<file path="src/rtl/alu_pkg.sv">
// Shared opcode, FSM-state and iteration-counter definitions for alu_seq_core.
// ALU_SEQ_DIV_EN selects whether opcode 011 runs on the iterative divider.
package alu_pkg;

  typedef enum logic [2:0] {
    OP_ADD = 3'b000,
    OP_SUB = 3'b001,
    OP_MUL = 3'b010,
    OP_DIV = 3'b011,
    OP_AND = 3'b100,
    OP_OR  = 3'b101,
    OP_XOR = 3'b110,
    OP_RSV = 3'b111
  } op_e;

  typedef enum logic [1:0] {
    IDLE = 2'd0,
    EXEC = 2'd1,
    ITER = 2'd2,
    DONE = 2'd3
  } state_e;

  function automatic int iter_cnt_w(input int width);
    return $clog2(width + 1);
  endfunction

  function automatic logic is_iter_op(input op_e op);
`ifdef ALU_SEQ_DIV_EN
    return (op == OP_MUL) || (op == OP_DIV);
`else
    return (op == OP_MUL);
`endif
  endfunction

endpackage

</file>
<file path="src/rtl/alu_seq_core_if.sv">
// Request/response bundle between a requester and alu_seq_core.
interface alu_seq_core_if #(parameter int WIDTH = 8);
  logic                 start;
  logic [2:0]           op;
  logic [WIDTH-1:0]     in_a;
  logic [WIDTH-1:0]     in_b;
  logic [2*WIDTH-1:0]   result;
  logic [WIDTH-1:0]     rem;
  logic                 busy;
  logic                 done;
  logic                 err;

  modport master (
    output start, op, in_a, in_b,
    input  result, rem, busy, done, err
  );

  modport slave (
    input  start, op, in_a, in_b,
    output result, rem, busy, done, err
  );
endinterface

</file>
<file path="src/rtl/alu_seq_muldiv.sv">
// Iterative radix-2 shift-add multiplier / restoring divider on operand magnitudes.
// Divider datapath and its ports exist only when ALU_SEQ_DIV_EN is defined.
module alu_seq_muldiv
  import alu_pkg::*;
#(
  parameter int WIDTH = 8
) (
  input  logic               clk,
  input  logic               reset,
  input  logic               start_i,
`ifdef ALU_SEQ_DIV_EN
  input  logic               div_i,
  output logic [WIDTH-1:0]   rem_o,
`endif
  input  logic [WIDTH-1:0]   a_i,
  input  logic [WIDTH-1:0]   b_i,
  output logic               done_o,
  output logic [2*WIDTH-1:0] res_o
);

  localparam int CW = iter_cnt_w(WIDTH);

  logic               active_q, active_d;
  logic [CW-1:0]      cnt_q, cnt_d;
  logic [2*WIDTH-1:0] acc_q, acc_d;
  logic [WIDTH-1:0]   mag_q, mag_d;
  logic               neg_res_q, neg_res_d;

  logic [WIDTH-1:0]   a_mag, b_mag;
  logic [WIDTH:0]     mul_sum;
  logic [2*WIDTH-1:0] mul_res;

  assign a_mag = a_i[WIDTH-1] ? (~a_i + 1'b1) : a_i;
  assign b_mag = b_i[WIDTH-1] ? (~b_i + 1'b1) : b_i;

  // Upper half accumulates the multiplicand; the multiplier shifts out of the low half.
  assign mul_sum = {1'b0, acc_q[2*WIDTH-1:WIDTH]} + (acc_q[0] ? {1'b0, mag_q} : '0);

`ifdef ALU_SEQ_DIV_EN
  logic               div_q, div_d;
  logic               neg_rem_q, neg_rem_d;
  logic [WIDTH:0]     div_shift, div_trial;
  logic               div_ge;
  logic [2*WIDTH-1:0] quo_mag, quo_res;
  logic [WIDTH-1:0]   rem_mag;

  // Upper half is the partial remainder, lower half the dividend turning into the quotient.
  assign div_shift = {acc_q[2*WIDTH-1:WIDTH], acc_q[WIDTH-1]};
  assign div_trial = div_shift - {1'b0, mag_q};
  assign div_ge    = (div_shift >= {1'b0, mag_q});
`endif

  always_comb begin
    active_d  = active_q;
    cnt_d     = cnt_q;
    acc_d     = acc_q;
    mag_d     = mag_q;
    neg_res_d = neg_res_q;
`ifdef ALU_SEQ_DIV_EN
    div_d     = div_q;
    neg_rem_d = neg_rem_q;
`endif
    if (start_i) begin
      active_d  = 1'b1;
      cnt_d     = CW'(WIDTH);
      neg_res_d = a_i[WIDTH-1] ^ b_i[WIDTH-1];
      acc_d     = {{WIDTH{1'b0}}, b_mag};
      mag_d     = a_mag;
`ifdef ALU_SEQ_DIV_EN
      div_d     = div_i;
      neg_rem_d = a_i[WIDTH-1];
      if (div_i) begin
        acc_d = {{WIDTH{1'b0}}, a_mag};
        mag_d = b_mag;
      end
`endif
    end else if (active_q) begin
      if (cnt_q != '0) begin
        cnt_d = cnt_q - 1'b1;
        acc_d = {mul_sum, acc_q[WIDTH-1:1]};
`ifdef ALU_SEQ_DIV_EN
        if (div_q) begin
          acc_d = {(div_ge ? div_trial[WIDTH-1:0] : div_shift[WIDTH-1:0]),
                   acc_q[WIDTH-2:0], div_ge};
        end
`endif
      end else begin
        active_d = 1'b0;
      end
    end
  end

  always_ff @(posedge clk or negedge reset) begin
    if (!reset) begin
      active_q  <= 1'b0;
      cnt_q     <= '0;
      acc_q     <= '0;
      mag_q     <= '0;
      neg_res_q <= 1'b0;
`ifdef ALU_SEQ_DIV_EN
      div_q     <= 1'b0;
      neg_rem_q <= 1'b0;
`endif
    end else begin
      active_q  <= active_d;
      cnt_q     <= cnt_d;
      acc_q     <= acc_d;
      mag_q     <= mag_d;
      neg_res_q <= neg_res_d;
`ifdef ALU_SEQ_DIV_EN
      div_q     <= div_d;
      neg_rem_q <= neg_rem_d;
`endif
    end
  end

  assign done_o  = active_q && (cnt_q == '0);
  assign mul_res = neg_res_q ? (~acc_q + 1'b1) : acc_q;

`ifdef ALU_SEQ_DIV_EN
  assign quo_mag = {{WIDTH{1'b0}}, acc_q[WIDTH-1:0]};
  assign quo_res = neg_res_q ? (~quo_mag + 1'b1) : quo_mag;
  assign rem_mag = acc_q[2*WIDTH-1:WIDTH];
  assign rem_o   = neg_rem_q ? (~rem_mag + 1'b1) : rem_mag;
  assign res_o   = div_q ? quo_res : mul_res;
`else
  assign res_o   = mul_res;
`endif

endmodule

</file>
<file path="src/rtl/alu_seq_core.sv">
// Sequenced ALU: single-cycle add/sub/logic, iterative signed mul/div.
// Define ALU_SEQ_DIV_EN to build the divider; otherwise opcode 011 reports err.
//
// state | meaning
// IDLE  | waiting for start
// EXEC  | operands captured; single-cycle ops resolve here
// ITER  | multiplier/divider iterating
// DONE  | results valid, done pulse; start here chains the next op
module alu_seq_core
  import alu_pkg::*;
#(
  parameter int WIDTH = 8
) (
  input  logic         clk,
  input  logic         reset,
  alu_seq_core_if.slave bus
);

  state_e             state_q, state_d;
  op_e                op_q, op_d;
  logic [WIDTH-1:0]   a_q, a_d, b_q, b_d;
  logic [2*WIDTH-1:0] result_q, result_d;
  logic               err_q, err_d;

  logic               accept, md_start, md_done;
  logic [2*WIDTH-1:0] md_res;
  logic [2*WIDTH-1:0] a_ext, b_ext, alu_res;
  logic               alu_err;

`ifdef ALU_SEQ_DIV_EN
  logic [WIDTH-1:0]   rem_q, rem_d;
  logic [WIDTH-1:0]   md_rem;
`endif

  assign accept   = ((state_q == IDLE) || (state_q == DONE)) && bus.start;
  assign md_start = accept && is_iter_op(op_e'(bus.op));

  alu_seq_muldiv #(.WIDTH(WIDTH)) u_muldiv (
    .clk     (clk),
    .reset   (reset),
    .start_i (md_start),
`ifdef ALU_SEQ_DIV_EN
    .div_i   (op_e'(bus.op) == OP_DIV),
    .rem_o   (md_rem),
`endif
    .a_i     (bus.in_a),
    .b_i     (bus.in_b),
    .done_o  (md_done),
    .res_o   (md_res)
  );

  assign a_ext = {{WIDTH{a_q[WIDTH-1]}}, a_q};
  assign b_ext = {{WIDTH{b_q[WIDTH-1]}}, b_q};

  always_comb begin
    alu_res = '0;
    alu_err = 1'b0;
    case (op_q)
      OP_ADD:  alu_res = a_ext + b_ext;
      OP_SUB:  alu_res = a_ext - b_ext;
      OP_AND:  alu_res = {{WIDTH{1'b0}}, a_q & b_q};
      OP_OR:   alu_res = {{WIDTH{1'b0}}, a_q | b_q};
      OP_XOR:  alu_res = {{WIDTH{1'b0}}, a_q ^ b_q};
      default: alu_err = 1'b1;
    endcase
  end

  always_comb begin
    state_d  = state_q;
    op_d     = op_q;
    a_d      = a_q;
    b_d      = b_q;
    result_d = result_q;
    err_d    = err_q;
`ifdef ALU_SEQ_DIV_EN
    rem_d    = rem_q;
`endif
    case (state_q)
      IDLE, DONE: begin
        state_d = IDLE;
        if (accept) begin
          state_d = EXEC;
          op_d    = op_e'(bus.op);
          a_d     = bus.in_a;
          b_d     = bus.in_b;
        end
      end
      EXEC: begin
        if (is_iter_op(op_q)) begin
          state_d = ITER;
        end else begin
          state_d  = DONE;
          result_d = alu_res;
          err_d    = alu_err;
`ifdef ALU_SEQ_DIV_EN
          rem_d    = '0;
`endif
        end
      end
      ITER: begin
        if (md_done) begin
          state_d  = DONE;
          result_d = md_res;
          err_d    = 1'b0;
`ifdef ALU_SEQ_DIV_EN
          rem_d    = (op_q == OP_DIV) ? md_rem : '0;
          // Divide-by-zero still runs the full iteration count, then reports err.
          if ((op_q == OP_DIV) && (b_q == '0)) begin
            result_d = '0;
            rem_d    = '0;
            err_d    = 1'b1;
          end
`endif
        end
      end
      default: state_d = IDLE;
    endcase
  end

  always_ff @(posedge clk or negedge reset) begin
    if (!reset) begin
      state_q  <= IDLE;
      op_q     <= OP_ADD;
      a_q      <= '0;
      b_q      <= '0;
      result_q <= '0;
      err_q    <= 1'b0;
`ifdef ALU_SEQ_DIV_EN
      rem_q    <= '0;
`endif
    end else begin
      state_q  <= state_d;
      op_q     <= op_d;
      a_q      <= a_d;
      b_q      <= b_d;
      result_q <= result_d;
      err_q    <= err_d;
`ifdef ALU_SEQ_DIV_EN
      rem_q    <= rem_d;
`endif
    end
  end

  assign bus.busy   = (state_q == EXEC) || (state_q == ITER);
  assign bus.done   = (state_q == DONE);
  assign bus.result = result_q;
  assign bus.err    = err_q;
`ifdef ALU_SEQ_DIV_EN
  assign bus.rem    = rem_q;
`else
  assign bus.rem    = '0;
`endif

endmodule

</file>
<file path="src/flat_wrapper.sv">
// flat-port wrapper written by rule: the top's interface ports become plain ports
module alu_seq_core_flat import alu_pkg::*;
#(
  parameter int WIDTH = 8
)
  (clk, reset, bus_start, bus_op, bus_in_a, bus_in_b, bus_result, bus_rem, bus_busy, bus_done, bus_err);
  alu_seq_core_if #(.WIDTH(WIDTH)) bus_i ();
  input  logic clk;
  input  logic reset;
  input wire logic [$bits(bus_i.start)-1:0] bus_start;
  input wire logic [$bits(bus_i.op)-1:0] bus_op;
  input wire logic [$bits(bus_i.in_a)-1:0] bus_in_a;
  input wire logic [$bits(bus_i.in_b)-1:0] bus_in_b;
  output wire logic [$bits(bus_i.result)-1:0] bus_result;
  output wire logic [$bits(bus_i.rem)-1:0] bus_rem;
  output wire logic [$bits(bus_i.busy)-1:0] bus_busy;
  output wire logic [$bits(bus_i.done)-1:0] bus_done;
  output wire logic [$bits(bus_i.err)-1:0] bus_err;
  assign bus_i.start = bus_start;
  assign bus_i.op = bus_op;
  assign bus_i.in_a = bus_in_a;
  assign bus_i.in_b = bus_in_b;
  assign bus_result = bus_i.result;
  assign bus_rem = bus_i.rem;
  assign bus_busy = bus_i.busy;
  assign bus_done = bus_i.done;
  assign bus_err = bus_i.err;
  alu_seq_core #(.WIDTH(WIDTH)) u_core (.clk(clk), .reset(reset), .bus(bus_i));
endmodule
</file>
<file path="config.mk">
export PLATFORM = sky130hd
export DESIGN_NAME = alu_seq_core_flat
export DESIGN_NICKNAME = d
export VERILOG_FILES = /design/src/rtl/alu_pkg.sv /design/src/rtl/alu_seq_core_if.sv /design/src/rtl/alu_seq_muldiv.sv /design/src/rtl/alu_seq_core.sv /design/src/flat_wrapper.sv
export SDC_FILE = /design/constraint.sdc
export NUM_CORES = 1
export LEC_CHECK = 0
export CAP_MARGIN = 30
export CORE_UTILIZATION = 52
export CTS_CLUSTER_DIAMETER = 80
export CTS_CLUSTER_SIZE = 40
export DETAILED_ROUTE_END_ITERATION = 10
export GPL_TIMING_DRIVEN = 1
export PLACE_DENSITY = 0.76
export SKIP_LAST_GASP = 1
export SLEW_MARGIN = 10
export SYNTH_ARGS = -nofsm -noshare
export SYNTH_HDL_FRONTEND = slang
export SYNTH_HIERARCHICAL = 1
export SYNTH_SLANG_ARGS = --single-unit
</file>
<file path="constraint.sdc">
create_clock -name clk -period 3.4 [get_ports clk]
set_clock_uncertainty 0.2 [all_clocks]
set_input_delay 0.51 -clock clk [delete_from_list [all_inputs] [get_ports clk]]
set_output_delay 0.51 -clock clk [all_outputs]
set_load 0.01 [all_outputs]
</file>
==> results of run 1 <==
-- worst max path at each step --
stage | startpoint | endpoint | slack [ns] | depth (start not counted)
finish | u_core/b_q[0] | u_core/bus.result[12] | 0.29 | 9
global route | u_core/b_q[0] | u_core/bus.result[12] | 0.05 | 9
CTS | u_core/b_q[0] | u_core/bus.result[12] | 0.32 | 9
detailed placement | u_core/b_q[0] | u_core/bus.result[14] | 0.31 | 9
global placement | u_core/b_q[0] | u_core/bus.result[12] | 0.41 | 9
floorplan | u_core/op_q[1] | u_core/bus.result[10] | 0.67 | 9
-- layout by cell type (no fill, tap or decap), types with 19 or more instances in the layout --
| cell | instances |
|---|---|
| xnor2_1 | 26 |
| nor2_1 | 27 |
| nand3_1 | 32 |
| ha_1 | 41 |
| mux2_2 | 21 |
| clkdlybuf4s50_1 | 39 |
| o21ai_0 | 19 |
| dfrtp_1 | 68 |
| a21oi_1 | 40 |
| nand2_1 | 44 |
| inv_1 | 36 |
-- power groups by stage --
stage                     registers (uW)  clock network [uW]  logic (uW)
after global routing                1760                 721        4520
after floorplan                     1560                   0        3100
after CTS                           1690                 682        4030
after detailed placement            1710                   0        4000
after global placement              1680                   0        3900
final                               1700                 668        4070
-- layout make-up --
cell class	instances	share of cell area (%)
clock buffer	10	2.21
clock inverter	6	1.10
inverter	39	2.53
multi-input combinational	431	53.7
sequential	68	29.5
tap	129	2.79
timing repair buffer	50	8.19
-- per-layer routing --
layer  vias to the layer above  track usage [%]
li1                       2072                -
met1                      2108             36.0
met2                       132             42.6
met3                        12             4.62
met4                         0             7.02
met5                         -                0
-- cells in the mapped netlist (11+ instances only) --
| cell type | instances | share of area [%] |
|---|---|---|
| dfrtp_1 | 68 | 33 |
| nand2_1 | 44 | 3.2 |
| ha_1 | 41 | 10 |
| a21oi_1 | 40 | 3.9 |
| inv_1 | 36 | 2.6 |
| nand3_1 | 32 | 3.1 |
| nor2_1 | 27 | 2.0 |
| xnor2_1 | 26 | 4.4 |
| mux2_2 | 21 | 4.6 |
| o21ai_0 | 19 | 1.9 |
| mux2i_1 | 13 | 2.5 |
| clkbuf_1 | 11 | 0.80 |
| nand2b_1 | 11 | 1.3 |
| o31ai_1 | 11 | 1.6 |
| xor2_1 | 11 | 1.9 |
-- tightest hold or removal path: cells and delay by family, from the launching register on --
| kind | cells | cell delay, ns |
|---|---|---|
| flops | 1 | 0.35 |
| compound gates | 1 | 0.06 |
| simple gates | 1 | 0.05 |
-- stage by stage --
step	hold slack, ns	area (sq um)
after floorplan	0.0144	5160
after global placement	0.262	5570
after detailed placement	0.270	5570
after CTS	0.289	5780
after global routing	0.314	5780
final	0.286	5780
-- kinds of logic after synthesis --
kind of cell / count (synthesis) / share of synthesized area (%)
xor+xnor: 37 / 6.32
fa+ha+maj: 43 / 10.8
compound gates: 135 / 17.5
flops: 68 / 33.2
buf+inv: 73 / 7.02
other cells: 1 / 0.0731
mux: 35 / 7.41
simple gates: 173 / 17.8
-- registers in the layout, summed over array words and instances, names as in the netlist --
register                   count
u_core/u_muldiv/cnt_q          4
u_core/u_muldiv/neg_res_q      1
u_core/op_q                    3
u_core/a_q                     8
u_core/bus.err                 1
u_core/b_q                     8
u_core/bus.result             16
u_core/u_muldiv/acc_q         16
u_core/state_q                 2
u_core/u_muldiv/active_q       1
u_core/u_muldiv/mag_q          8
==> flow_summary.toml, run 1 <==
[synthesis]
yosysWarnings = 6
synth_area_per_cell_sq_um = 9.08
synthArstFlopShare_pct = 100
syn_area_sq_um = 5130
synthCells = 565
ys_types = 71
ys_seq_area_share_pct = 33.2
ys.flop_type = "dfrtp_1"
ys_ff_latch = 68
synth_edf_count = 0

[power]
power.leakage_uw = 0.00256
p_int_uw = 3360
pwr-share-comb_pct = 63.2
switchingPower_uw = 3080
totalPowerFinal_uw = 6440
vdd_ir_drop_max_v = 0.000437
p_sw_share_pct = 47.8
power_density_nw_per_um2 = 1110
power_frac_seq_pct = 26.5
clkPwrFrac_pct = 10.4

[job]
maxCapViolations = 0

[placed_design]
pre_cts_slack_ns = 0.313
portBuffers = 40
place_inst = 716
place_congestion = 0.931
hpwl_mm = 9.46

[sta]
setup_ws_ns = 0.291
max_freq_ghz = 0.322
max_slew_margin_pct = 50.6
setup_violations = 0
drv_slew = 0
min_period_ns = 3.11
min_period_over_period_pct = 91.4
fin_tns_setup_ns = 0
rsz0062_at_grt = "false"
tightest_slew_ns = 0.741
hold_viol = 0

[cts]
cts_tree = "built"
h-tree-depth = 3
clock-sinks = 68
cts_root_buf = "clkbuf_8"
clk_path_buf_depth = 2
post_cts_buffers = 0
insertion_delay_ns = 0.35
clk_pin_slew_ns = 0.08
cts_buffers = 9
holdBufCountCts = 1
cts_resized = 0

[route]
vias = 4324
wire_per_inst_um = 17.3
vias_per_cell = 5.90
met2_wirelength_mm = 5.91
drt_pass1_iterations = 5
drtIter0Drc = 353
dr.max_layer_used = "met4"
wl_met1_mm = 5.95
routed_wl_mm = 12.7
ant_nets = 0
wl_met3_um = 678
drcViolationCount = 0

[layout]
seq_area_sq_um = 1700
syn_to_final_growth_pct = 12.6
multiInputGateArea_sq_um = 3100
drive_gt1_share_pct = 10.6
final_net_count = 664
final_util_pct = 61.3
finalNonFillerCells = 733
diodes = 0
fillers = 838

[worst_setup_path]
worstPathArrival_ns = 3.12
r2r_end = "u_core/bus.result[12]"
r2r_start = "u_core/b_q[0]"
cpMaxStageDelayCell = "fa_1"
cp-start-kind = "flip-flop"
critical-path-max-stage-delay_ns = 0.47
required_ns = 3.41
crit_chain = "inv_1, ha_1, mux2i_1, fa_1, a211oi_1, o211ai_1, and3b_2, mux2i_2, nand3_1"
cp_max_fo = 8
endpoint_kind = "flip-flop"
reg2reg_slack_ns = 0.29
reg2regPathDepth = 9
cp_num_buf_inv = 1
path_class = "flip-flop to flip-flop"
crit_family = "adder cells"

[status]
status = "complete, no violations"

[grt]
gr-total-overflow = 0
grt_pass1_vias = 4026
grt_max_degree = 36
grt_pass1_wl_mm = 20.5
antenna_found_initial = 0
track_usage_pct = 26.2

[floorplan]
io_pins = 49
core_sq_um = 9420
die_w_um = 101
fp.dieH_um = 101
start_util_pct = 54.5
dieArea_sq_um = 10300
rows = 35

[worst_hold_path]
holdPathStages = 2
worst_hold_path_type = "flip-flop to flip-flop"
hold_end = "u_core/bus.result[2]"
min_from = "u_core/bus.result[2]"
No activity file was read; power rests on OpenSTA's default activity.
==> inputs of run 2 (changes only) <==
==> constraint.sdc (replaced) <==
create_clock -name clk -period 3.4 [get_ports clk]
set_clock_uncertainty 0.2 [all_clocks]
set_input_delay 0.68 -clock clk [delete_from_list [all_inputs] [get_ports clk]]
set_output_delay 0.68 -clock clk [all_outputs]
set_load 0.01 [all_outputs]
==> run 2 against run 1 <==
Clock power down 8.4%. Power down 0.57%. Final area down 0.22%. Routed wire length down 1.6%. Critical path type unchanged. Sequential power about the same. Critical path depth up 2. Maximum frequency up 1.2%. Count of clock-buffer cells in the layout unchanged.
==> flow_summary.toml, run 2 (synthesis results as in run 1) <==
[status]
status = "complete, no violations"

[route]
wire_per_inst_um = 17.0
drt_pass1_iterations = 5
ant_nets = 0
routed_wl_mm = 12.5
vias = 4297
drcViolationCount = 0
vias_per_cell = 5.87
drtIter0Drc = 292

[worst_setup_path]
path_class = "flip-flop to flip-flop"
required_ns = 3.40
endpoint_kind = "flip-flop"
cp-start-kind = "flip-flop"
worstPathArrival_ns = 3.07
cp_max_fo = 8

[power]
vdd_ir_drop_max_v = 0.000431
p_int_uw = 3320
power.leakage_uw = 0.00256
clkPwrFrac_pct = 9.6
power_frac_seq_pct = 26.5
pwr-share-comb_pct = 63.9
switchingPower_uw = 3080
p_sw_share_pct = 48.1
power_density_nw_per_um2 = 1110

[grt]
antenna_found_initial = 0
gr-total-overflow = 0
grt_max_degree = 44
grt_pass1_vias = 4130
grt_pass1_wl_mm = 20.8
track_usage_pct = 26.6

[floorplan]
dieArea_sq_um = 10300
fp.dieH_um = 101
core_sq_um = 9420
io_pins = 49
die_w_um = 101
rows = 35
start_util_pct = 54.5

[cts]
clk_path_buf_depth = 2
cts_buffers = 9
cts_root_buf = "clkbuf_8"
cts_resized = 0
insertion_delay_ns = 0.35
holdBufCountCts = 0
clock-sinks = 68
clk_pin_slew_ns = 0.08
post_cts_buffers = 0
cts_tree = "built"
h-tree-depth = 3

[job]
maxCapViolations = 0

[placed_design]
pre_cts_slack_ns = 0.341
placed_area_sq_um = 5590
portBuffers = 40
place_inst = 716
hpwl_mm = 9.40
place_congestion = 0.895

[layout]
final_net_count = 663
diodes = 0
fillers = 835
seq_area_sq_um = 1700
final_cell_mix = "dfrtp_1, nand2_1, ha_1"
finalNonFillerCells = 732
drive_gt1_share_pct = 10.8
multiInputGateArea_sq_um = 3100
final_common_cell = "dfrtp_1"
postLayoutCellArea_sq_um = 5760
final_util_pct = 61.2
syn_to_final_growth_pct = 12.3

[sta]
setup_ws_ns = 0.328
fin_tns_setup_ns = 0
setup_violations = 0
rsz0062_at_grt = "false"
min_period_over_period_pct = 90.4
hold_viol = 0
min_period_ns = 3.07
drv_slew = 0
max_freq_ghz = 0.325
max_slew_margin_pct = 49.5
tightest_slew_ns = 0.758

[worst_hold_path]
worst_hold_path_type = "input port to asynchronous set/reset pin"
## run 2: path summary, 6_finish.rpt
kind	from	end	slack (ns)	cells after the start
min in group clk	u_core/bus.result[9]	u_core/bus.result[9]	0.29	2
hold reg to reg	u_core/bus.result[9]	u_core/bus.result[9]	0.29	2
setup / recovery	u_core/b_q[0]	u_core/bus.result[10]	0.33	11
hold / removal	reset	u_core/bus.result[7]	0.14	1
setup reg to reg	u_core/b_q[0]	u_core/bus.result[10]	0.33	11
max in group asynchronous	reset	u_core/u_muldiv/mag_q[7]	2.21	2
## run 2: power groups by stage
stage | combinational (uW) | clock (uW) | sequential (uW)
4_1_cts | 4060 | 624 | 1680
2_1_floorplan | 3100 | 0 | 1560
3_3_place_gp | 3910 | 0 | 1670
5_1_grt | 4530 | 666 | 1750
6_report | 4090 | 612 | 1700
3_5_place_dp | 4010 | 0 | 1700
## run 2: final cells by class
type                            instances  area share, %
Inverter                               39           2.54
Clock inverter                          6          0.673
Timing Repair Buffer                   49           8.25
Tap cell                              129           2.80
Multi-Input combinational cell        431           53.8
Clock buffer                           10           2.39
Sequential cell                        68           29.5
## run 2: layer usage
metal  part of all wire (%)  wire [um]  global-route usage (%)
met5                      0          0                       0
met4                    2.2        271                    10.4
met3                    3.9        492                    4.07
met2                     47       5840                    42.8
met1                     47       5860                    36.1
## run 2: through the flow
stage | power [uW] | hold WS [ns]
after global placement | 5580 | 0.265
after floorplan | 4660 | 0.184
after CTS | 6370 | 0.155
final | 6400 | 0.143
after detailed placement | 5710 | 0.280
after global routing | 6950 | 0.194
## run 2: worst max-delay path, cell delays in order, from the launching register on
cell      delay (ns)
dfrtp_1         0.42
inv_1           0.13
ha_1            0.18
nor3b_2         0.32
nor2_1          0.09
xnor2_1         0.14
ha_1            0.39
o21ai_0         0.17
o211ai_1        0.23
a21oi_1         0.11
mux2i_2         0.41
nand3_1         0.14
==> RTL edit (settings of run 1) <==
Re-encode `state_e` (4 states) as Gray code, 2 bits wide.
--- a/src/rtl/alu_pkg.sv
+++ b/src/rtl/alu_pkg.sv
@@ -14,10 +14,10 @@
   } op_e;
 
   typedef enum logic [1:0] {
-    IDLE = 2'd0,
-    EXEC = 2'd1,
-    ITER = 2'd2,
-    DONE = 2'd3
+    IDLE = 2'b00,
+    EXEC = 2'b01,
+    ITER = 2'b11,
+    DONE = 2'b10
   } state_e;
 
   function automatic int iter_cnt_w(input int width);
Behaviour: no difference found for any inputs over 10 cycles, from zero or initial values and one cycle with reset low; not proved beyond that.
==> RTL edit against run 1 <==
Final area is 2.0% lower. Sequential cell count unchanged. Final cell count up 0.41%. Combinational power decreased by 8.1%. Wire length is 2.2% lower. Via count fell by 1.6%. Area after synthesis shrank 2.9%. Highest routed layer unchanged. Critical endpoint is now u_core/bus.result[15]. Largest cell class unchanged. Total power down 4.8%. Setup slack improved by 0.12 ns. Clock power rose by 10%.
==> RTL edit: results (changes against run 1) <==
Parameter                              Value

Synth
  Sequential share of the synthesized area    34.15% (+0.99 points)
  Number of distinct library cell variants in the gate-level netlist after synthesis    65 (-8.5%)
  Synth top cells by count    sky130_fd_sc_hd__dfrtp_1, sky130_fd_sc_hd__nand2_1, sky130_fd_sc_hd__a21oi_1, sky130_fd_sc_hd__ha_1, sky130_fd_sc_hd__o21ai_0
  Top cells by area in the synthesized netlist    sky130_fd_sc_hd__dfrtp_1, sky130_fd_sc_hd__ha_1, sky130_fd_sc_hd__xnor2_1

Critical path
  Critical Path End    u_core/bus.result[15]
  Data arrival at the endpoint of the critical path    2.99 ns (-0.13 ns)
  R2R cell count    8 (-1)
  Worst R2R Setup Slack    0.41 ns (+0.12 ns)
  First element of the critical path    u_core/op_q[2]
  Top Family by Delay on Critical Path    simple AND/OR/NAND/NOR gates

STA
  Worst hold-check slack    0.02892 ns (-0.2571 ns)
  Timing-limited maximum frequency    334.8 MHz (+4.1%)
  Slew at the pin closest to its max-slew limit    0.7625 ns (+0.02130 ns)

Global route
  GRT Util Overall    26.61% (+0.44 points)
  Pin count of the biggest net entering global routing    37 (+2.8%)
  Number of global-route vias before repair    4097 (+1.8%)
  First-pass GRT wire length    20.53 mm (+0.27%)

Routing
  Routed wire length per instance    16.83 um (-2.6%)
  First-pass DRT Iterations    4 (-1)
  Iter 0 DRT Violations    297 (-16%)
  Routed via count    4255 (-1.6%)

Hold path
  Worst hold-check path type    input port to asynchronous set/reset pin

Placement
  Dpl hpwl    9.429 mm (-0.28%)
  Routability cong.    0.9442 (+1.5%)
  Worst setup timing slack at the placement stage    0.2777 ns (-0.03518 ns)
  Placed insts    720 (+0.56%)
  Post-detailed-placement cell area    5438 um^2 (-2.4%)

Pwr
  Worst supply voltage drop on vdd    0.3393 mV (-22%)

Cells and area
  Final non-filler cell total    736 (+0.41%)
  Layout cell share with drive strength beyond 1    7.084% (-3.5 points)

Outcome
  Outcome    finished, final reports clean
-- RTL edit: cell families after synthesis --
group | after synthesis | share of synthesized area, %
and+or+nand+nor | 193 | 20.19
AOI/OAI and AO/OA | 144 | 18.21
buffers and inverters | 72 | 6.529
DFF | 68 | 34.15
adders and majority gates | 40 | 10.35
xor gates and xnor gates | 37 | 6.504
muxes | 19 | 3.993
other | 1 | 0.07527
-- RTL edit: metal layers --
metal | wire (um) | vias up | track usage (%)
met5 | 0 | - | 0
met4 | 267 | 0 | 11.20
met3 | 645 | 20 | 3.830
met2 | 5470 | 145 | 40.27
met1 | 6006 | 2028 | 38.14
li1 | - | 2062 | -
-- RTL edit: cell type report --
type	instances	share of cell area (%)
clock buffers	10	2.255
clock inverters	6	1.570
inverters	32	2.122
multi-input cells	441	52.82
flip-flops and latches	68	30.07
well taps	129	2.852
repair buffers	50	8.313
-- RTL edit: report_power, final --
part	switching, mW	internal, mW
registers	0.464	1.19
logic	2.05	1.69
clock network	0.324	0.413
